===== src/rtl/hazard_sched.sv =====
// hazard_sched -- pipeline sequencing controller beside the decode stage.
//
// Schedules load-use stalls, jump/branch flushes and arbitration of the single
// register-file port between write-back and decode operand reads. Keeps
// saturating stall and flush counters for bring-up.
//
// Ports:
//   clk, reset                 clock, synchronous active-high reset
//   id_valid, id_rs1, id_rs2   decode instruction and its source registers
//   id_use_rs1, id_use_rs2     decode instruction actually reads rs1 / rs2
//   ex_mem_read, ex_rd         EX instruction is a load, and its destination
//   control_j                  decode resolved a taken jump/branch
//   wb_op_write                write-back requests the RF port
//   pc_write, pc_sel_j         PC update enable, select jump target
//   ifid_write, ifid_flush     IF/ID load enable, load a NOP
//   idex_bubble                zero the ID/EX control bits
//   rf_read_en                 decode owns the RF port this cycle
//   wb_hold                    write-back must hold its write one cycle
//   stall_cnt, flush_cnt       saturating performance counters
//
// In both the taken-jump cycle and the FLUSH cycles, IF/ID is loaded with a
// NOP, so ifid_write and ifid_flush are both high there.

module hazard_sched #(
  parameter int LOAD_LAT     = 1,
  parameter int FLUSH_CYCLES = 1,
  parameter int MAX_RF_WAIT  = 2,
  parameter int CNT_W        = 16
) (
  input  logic             clk,
  input  logic             reset,
  input  logic             id_valid,
  input  logic [4:0]       id_rs1,
  input  logic [4:0]       id_rs2,
  input  logic             id_use_rs1,
  input  logic             id_use_rs2,
  input  logic             ex_mem_read,
  input  logic [4:0]       ex_rd,
  input  logic             control_j,
  input  logic             wb_op_write,
  output logic             pc_write,
  output logic             pc_sel_j,
  output logic             ifid_write,
  output logic             ifid_flush,
  output logic             idex_bubble,
  output logic             rf_read_en,
  output logic             wb_hold,
  output logic [CNT_W-1:0] stall_cnt,
  output logic [CNT_W-1:0] flush_cnt
);

  typedef enum logic [1:0] {
    RUN      = 2'd0,
    LU_STALL = 2'd1,
    RF_WAIT  = 2'd2,
    FLUSH    = 2'd3
  } state_t;

  localparam logic [2:0] LU_INIT  = 3'(LOAD_LAT - 1);
  localparam logic [2:0] FL_INIT  = 3'(FLUSH_CYCLES - 1);
  localparam logic [2:0] WAIT_MAX = 3'(MAX_RF_WAIT);
  localparam logic [CNT_W-1:0] CNT_ONE = CNT_W'(1);
  localparam logic [CNT_W-1:0] CNT_SAT = {CNT_W{1'b1}};

  state_t     state, state_nxt;
  logic [2:0] cnt, cnt_nxt;
  logic [2:0] wait_cnt, wait_nxt;
  logic       flush_ev;
  logic       lu;
  logic       rfc;

  // Hazard terms. x0 is hard-wired zero, so a load targeting it never stalls.
  // The RF conflict ignores register numbers: any read collides with write-back.
  always_comb begin
    lu  = id_valid & ex_mem_read & (ex_rd != 5'd0) &
          ((id_use_rs1 & (id_rs1 == ex_rd)) | (id_use_rs2 & (id_rs2 == ex_rd)));
    rfc = id_valid & (id_use_rs1 | id_use_rs2) & wb_op_write;
  end

  // Next-state and output decode.
  always_comb begin
    state_nxt   = state;
    cnt_nxt     = cnt;
    wait_nxt    = wait_cnt;
    flush_ev    = 1'b0;
    pc_write    = 1'b0;
    pc_sel_j    = 1'b0;
    ifid_write  = 1'b0;
    ifid_flush  = 1'b0;
    idex_bubble = 1'b0;
    rf_read_en  = 1'b0;
    wb_hold     = 1'b0;

    if (reset) begin
      ifid_flush  = 1'b1;
      idex_bubble = 1'b1;
      state_nxt   = RUN;
      cnt_nxt     = 3'd0;
      wait_nxt    = 3'd0;
    end else begin
      case (state)
        RUN: begin
          wait_nxt = 3'd0;
          if (control_j && id_valid) begin
            // Jump wins over any hazard: the sequential instructions behind it
            // are discarded anyway.
            pc_write   = 1'b1;
            pc_sel_j   = 1'b1;
            ifid_write = 1'b1;
            ifid_flush = 1'b1;
            flush_ev   = 1'b1;
            if (FLUSH_CYCLES > 1) begin
              state_nxt = FLUSH;
              cnt_nxt   = FL_INIT;
            end else begin
              state_nxt = RUN;
            end
          end else if (lu) begin
            idex_bubble = 1'b1;
            if (LOAD_LAT > 1) begin
              state_nxt = LU_STALL;
              cnt_nxt   = LU_INIT;
            end else begin
              state_nxt = RUN;
            end
          end else if (rfc) begin
            // Write-back keeps the port; decode waits.
            idex_bubble = 1'b1;
            wait_nxt    = 3'd1;
            state_nxt   = RF_WAIT;
          end else begin
            pc_write   = 1'b1;
            ifid_write = 1'b1;
            rf_read_en = id_valid;
          end
        end

        LU_STALL: begin
          idex_bubble = 1'b1;
          // The counter holds the remaining stall cycles including this one.
          if (cnt <= 3'd1) begin
            cnt_nxt   = 3'd0;
            state_nxt = RUN;
          end else begin
            cnt_nxt = cnt - 3'd1;
          end
        end

        RF_WAIT: begin
          if (!wb_op_write) begin
            pc_write   = 1'b1;
            ifid_write = 1'b1;
            rf_read_en = 1'b1;
            wait_nxt   = 3'd0;
            state_nxt  = RUN;
          end else if (wait_cnt >= WAIT_MAX) begin
            // Starvation limit: decode takes the port, write-back holds.
            pc_write   = 1'b1;
            ifid_write = 1'b1;
            rf_read_en = 1'b1;
            wb_hold    = 1'b1;
            wait_nxt   = 3'd0;
            state_nxt  = RUN;
          end else begin
            idex_bubble = 1'b1;
            wait_nxt    = wait_cnt + 3'd1;
          end
        end

        FLUSH: begin
          // control_j is ignored here: decode holds a flushed, invalid slot.
          pc_write    = 1'b1;
          ifid_write  = 1'b1;
          ifid_flush  = 1'b1;
          idex_bubble = 1'b1;
          if (cnt <= 3'd1) begin
            cnt_nxt   = 3'd0;
            state_nxt = RUN;
          end else begin
            cnt_nxt = cnt - 3'd1;
          end
        end

        default: begin
          state_nxt = RUN;
          cnt_nxt   = 3'd0;
          wait_nxt  = 3'd0;
        end
      endcase
    end
  end

  // State, sequencing counters and saturating performance counters.
  always_ff @(posedge clk) begin
    if (reset) begin
      state     <= RUN;
      cnt       <= 3'd0;
      wait_cnt  <= 3'd0;
      stall_cnt <= '0;
      flush_cnt <= '0;
    end else begin
      state    <= state_nxt;
      cnt      <= cnt_nxt;
      wait_cnt <= wait_nxt;
      if (!pc_write && (stall_cnt != CNT_SAT)) begin
        stall_cnt <= stall_cnt + CNT_ONE;
      end else begin
        stall_cnt <= stall_cnt;
      end
      if (flush_ev && (flush_cnt != CNT_SAT)) begin
        flush_cnt <= flush_cnt + CNT_ONE;
      end else begin
        flush_cnt <= flush_cnt;
      end
    end
  end

endmodule


===== config.mk =====
export PLATFORM = sky130hd
export DESIGN_NAME = hazard_sched
export DESIGN_NICKNAME = d
export VERILOG_FILES = /design/src/rtl/hazard_sched.sv
export SDC_FILE = /design/constraint.sdc
export NUM_CORES = 1
export LEC_CHECK = 0
export BUFFER_PORTS_ARGS = -buffer_cell sky130_fd_sc_hd__buf_2
export CELL_PAD_IN_SITES_DETAIL_PLACEMENT = 0
export CELL_PAD_IN_SITES_GLOBAL_PLACEMENT = 1
export CORE_MARGIN = 5
export CORE_UTILIZATION = 33
export DETAILED_ROUTE_END_ITERATION = 12
export PLACE_DENSITY_LB_ADDON = 0.1
export SETUP_SLACK_MARGIN = 0.02
export SYNTH_ARGS = -nofsm -noshare
export SYNTH_HDL_FRONTEND = slang
export SYNTH_SLANG_ARGS = --single-unit

===== constraint.sdc =====
create_clock -name clk -period 2.22 [get_ports clk]
set_input_delay 0.444 -clock clk [delete_from_list [all_inputs] [get_ports clk]]
set_output_delay 0.444 -clock clk [all_outputs]
set_load 0.02 [all_outputs]

## After elaboration in Yosys (flattened, before gate mapping)

Index checks and enable logic that the tools add are counted.

- Flip-flop bits (word level): 40
- Bits of input ports: 23
- Output and inout port bits: 39
- Word-level logic and storage cells: 80

- Add/subtract/negate cells: 4
- $lt $le $gt $ge: 2
- Equal/unequal tests: 10
- Multiplexer cells: 41
- Bitwise logic cells: 9
- Reductions and logical operators: 9

Operators with widths:

| kind | count |
|---|---|
| $add A16 B1 Y16 const B | 2 |
| $ne A16 B16 Y1 const B | 2 |
| $mux W1 | 26 |
| $mux W2 | 6 |
| $eq A5 B5 Y1 | 2 |
| $mux W3 | 3 |
| $and A1 B1 Y1 | 7 |
| $pmux W1 S3 | 2 |
| $pmux W2 S3 | 1 |
| $pmux W3 S2 | 1 |
| $reduce_bool A5 Y1 | 1 |
| $eq A2 B2 Y1 const B | 2 |
| $ne A4 B4 Y1 const B | 1 |
| $pmux W1 S2 | 2 |
| $add A3 B1 Y3 const B | 1 |
| $ge A3 B2 Y1 const B | 1 |
| $le A3 B1 Y1 const B | 1 |
| $logic_and A1 B1 Y1 | 3 |
| $ne A3 B3 Y1 const B | 1 |
| $reduce_and A3 Y1 | 1 |
| $sub A3 B1 Y3 const B | 1 |
| $eq A2 B1 Y1 const B | 1 |
| $logic_not A2 Y1 | 1 |
| $ne A2 B1 Y1 const B | 1 |
| other kinds (4) | 5 |

## Depth between registers and ports, before layout

- Depth after elaboration: 10
- Mapped depth: 9
- Gate-level depth less buffers: 7

## Worst setup path before layout

Ideal clock, no wire load.

- Kind: input port to output port
- Start point: input ex_rd[0]
- End point: output pc_write
- Data arrival time: 1.930 ns
- Data required time: 1.776 ns
- Setup slack: -0.154 ns
- Stages on the path: 7
- Cells stage by stage: or3_1 o311a_1 and2_1 a21oi_1 o21ai_1 inv_1 buf_4

- Word-level cells in the longest chain between the ends: 8
- Elaborated cells on any way between the ends: 12

Ends and longest elaborated chain:

| element | RTL line | RTL |
|---|---|---|
| start: declaration | 38 | `input logic [4:0] ex_rd,` |
| $eq A5 B5 Y1 | 76 | `((id_use_rs1 & (id_rs1 == ex_rd)) \| (id_use_rs2 & (id_rs2 == ex_rd)));` |
| $and A1 B1 Y1 | 76 |  |
| $or A1 B1 Y1 | 76 |  |
| $and A1 B1 Y1 * | 75 | `lu = id_valid & ex_mem_read & (ex_rd != 5'd0) &` |
| $mux W1 * (2 in series) | - |  |
| $pmux W1 S3 * | - |  |
| $mux W1 * | - |  |
| end: declaration | 41 | `output logic pc_write,` |

Mark *: on every way between the ends. The rest lies on a longest branch, timed or not.

## Worst setup path in the final report

- Start point: input ex_rd[2]
- End point: output rf_read_en

- Word-level cells in the longest chain between the ends: 8
- Elaborated cells on any way between the ends: 12

Ends and longest elaborated chain:

| element | RTL line | RTL |
|---|---|---|
| $eq A5 B5 Y1 | 76 |  |
| $and A1 B1 Y1 | 76 |  |
| $or A1 B1 Y1 | 76 |  |
| $and A1 B1 Y1 * | 75 |  |
| $mux W1 * | 118 | `end else if (lu) begin` |
| $mux W1 * | 104 | `if (control_j && id_valid) begin` |
| $pmux W1 S2 * | 101 | `case (state)` |
| $mux W1 * | 94 | `if (reset) begin` |
| end: declaration | 46 | `output logic rf_read_en,` |

Marks and branches as above.

==> impl_metrics.csv <==
group,metric,value,unit
status,status,"complete, but fails checks",
status,violations,"setup timing",
synth,synth-async-reset-ratio,0,
final_layout,layout-drive-gt1-share,0.483,
hold_path,hold_end,"wait_cnt[0]$_SDFF_PP0_",
place,placed_cell_area,2550,um^2
final_layout,n_antenna_cell,0,
global_routing,grt_pass1_vias,1802,
synth,synthMuxAreaShare,0.00512,
sta,fin_tns_setup,-104,ps
setup_path,worstPathArrival,1850,ps
floorplanning,num_rows,28,
synth,synthXorXnorAreaFrac,0.107,
setup_path,rrSetupSlack,120,ps
sta,hold_viol,0,
synth,synth_edf_count,0,
clock_network,numCtsBuffers,5,
synth,synth_warnings,0,
sta,slew-limit-headroom,0.700,
drt,drtPass1Iterations,4,
sta,fmax,436,MHz
place,gp_congestion,0.779,
global_routing,grt-ovfl-total,0,
clock_network,cts_buffer_depth,2,
setup_path,r2r-end,"stall_cnt[1]$_SDFFE_PP0P_",
setup_path,required,1780,ps
setup_path,cp_max_fo,2,
global_routing,grt_usage,0.136,
setup_path,rr_startpoint,"stall_cnt[5]$_SDFFE_PP0P_",
synth,synth_fa_ha_area_frac,0.0192,
global_routing,grt_pass1_wl,8320,um
floorplanning,pin_count,62,
synth,synthSimpleGateAreaFrac,0.304,
clock_network,cts.sink_count,36,
synth,ys_ff_latch,36,
synth,syn-num-nets,247,
clock_network,htree_levels,2,
global_routing,antenna_found_initial,0,
floorplanning,die_w,87.0,um
synth,synth_compound_area_frac,0.150,
power_and_ir_drop,irDropWorstVdd,208,uV
clock_network,insertion_delay,290,ps
synth,ys.flop_type,"dfxtp_1",
power_and_ir_drop,power.density,483,nW/um^2
sta,drv_slew,0,
clock_network,cts.clk_slew.worst_paths,70,ps
run,maxCapViolations,0,
final_layout,syn_to_final_growth,42.5,%
setup_path,cp-start-kind,"primary input",
drt,wire_per_inst,13.0,um
place,place_ws,-172,ps
floorplanning,core_region_area,5850,um^2
clock_network,hold_buffers,0,
clock_network,cts-root-buf,"clkbuf_8",
sta,finalSetupViolCount,3,
synth,ys_seq_area_frac,0.368,
hold_path,hold-path-cell-count,2,
synth,synth_top_family_by_area,"simple AND/OR/NAND/NOR gates",
final_layout,final_core_util,0.476,
hold_path,hold_start,"wait_cnt[0]$_SDFF_PP0_",
floorplanning,initial_core_util,0.334,
drt,drt-total-wl,5140,um
final_layout,nets,344,
sta,finClkSkew,12.8,ps
synth,syn_inst,221,
synth,netlist_area,1960,um^2
synth,synth.avg_cell_area,8.85,um^2
sta,period_share,1.03,
final_layout,design_area,2790,um^2
floorplanning,die_y,87.0,um
sta,rsz0062_at_grt,"true",
drt,ant_nets,0,
global_routing,grt_max_degree,20,
sta,timing.final.ws_setup,-75.1,ps
power_and_ir_drop,p_leak,1.20,nW
drt,drtIter0Drc,54,
floorplanning,die-area,7570,um^2
setup_path,worstRegToRegCells,9,
place,hpwl,3720,um
setup_path,cp-end-kind,"output pin",
sta,timing_worst_slew_pin_value,446,ps
drt,avgViaCountPerCell,4.88,
synth,synth.distinct_cells,45,
clock_network,cts_tree,"yes",
setup_path,path_class,"primary input to output pin",
sta,min_period,2300,ps
place,port_buffers,61,
hold_path,hold_class,"flip-flop to flip-flop",
drt,vias,1922,
drt,drc,0,
==> placed cells by master (no fill, tap or decap), types with 4 or more instances in the layout <==
cell	count
o21ai_1	5
inv_1	5
nand4_1	8
clkbuf_8	5
buf_6	10
nand3_1	15
buf_4	33
nand2_1	18
or4_2	6
a21oi_2	10
a21oi_1	8
or4_4	4
and3_1	4
buf_2	55
xor2_1	13
o31ai_1	9
or3_2	4
nor2_1	18
and4_1	4
xnor2_1	8
dfxtp_1	30
dfxtp_2	6
==> cells by family after synthesis <==
group / Yosys count
AND/OR/NAND/NOR: 99
XOR/XNOR: 24
adder cells (fa/ha/maj): 3
buffers and inverters: 14
multiplexers: 1
flip-flops: 36
AO/OA/AOI/OAI: 44
==> final cells by class <==
type                       instances  area, um^2
clock buffer                       5        68.8
sequential                        36         728
fill                             605        3060
tap                               75        93.8
multi-input combinational        171        1220
inverter                           6        22.5
timing repair buffer              98         636
clock inverter                     3        18.8
==> flip-flops by register name (all words and copies together) (netlist names) <==
| register | flops |
|---|---|
| flush_cnt | 16 |
| wait_cnt | 3 |
| state | 1 |
| stall_cnt | 16 |
==> worst max path at each step <==
stage,start,endpoint,slack (ps),depth (start not counted)
6_report,ex_rd[2],rf_read_en,-80,8
5_1_grt,ex_rd[2],rf_read_en,-120,8
4_1_cts,ex_rd[2],rf_read_en,-140,8
3_5_place_dp,ex_rd[0],rf_read_en,-170,8
3_3_place_gp,ex_rd[0],rf_read_en,-150,8
2_1_floorplan,ex_rd[0],pc_write,-5,7
==> repair_timing <==
item | in CTS | in global routing
endpoints found under the setup margin | 5 | 11
resized for setup | 13 | 16
gates cloned | 0 | 0
setup buffers | 4 | 1
pin swaps | 6 | 17
==> per-stage QoR <==
stage,total power [mW],cells,hold WS (ps)
global route,1.42,394,519
floorplan,0.792,221,448
global placement,0.864,381,464
CTS,1.37,393,487
detailed placement,0.864,381,468
finish,1.35,394,477
==> report_power, final <==
group | switching, mW | internal [mW]
sequential | 0.00591 | 0.655
clock | 0.244 | 0.219
combinational | 0.113 | 0.109
==> cells in the mapped netlist, types with 6 or more instances <==
cell type	count	share of area
xnor2_1	11	0.049
nand4_1	8	0.026
o31ai_1	9	0.035
nand3_1	15	0.038
xor2_1	13	0.058
or4_2	9	0.040
o21ai_1	6	0.015
inv_1	6	0.012
a21oi_2	6	0.027
nand2_1	18	0.035
a21oi_1	12	0.031
dfxtp_1	36	0.37
nor2_1	19	0.036
==> metal layers <==
metal / up-vias / share of wire / GRT usage
li1: 997 / - / -
met1: 887 / 0.49 / 0.184
met2: 31 / 0.46 / 0.215
met3: 7 / 0.031 / 0.0341
met4: 0 / 0.011 / 0.0382
met5: - / 0 / 0
==> worst max-delay path: stages <==
cell and delay [ps]:
buf_6 90, or3_4 370, o311a_1 310, and2_4 160
nor2_4 80, nand3b_1 100, a21boi_2 160, buf_6 130
Note: power is estimated with default switching activity, not from simulation.
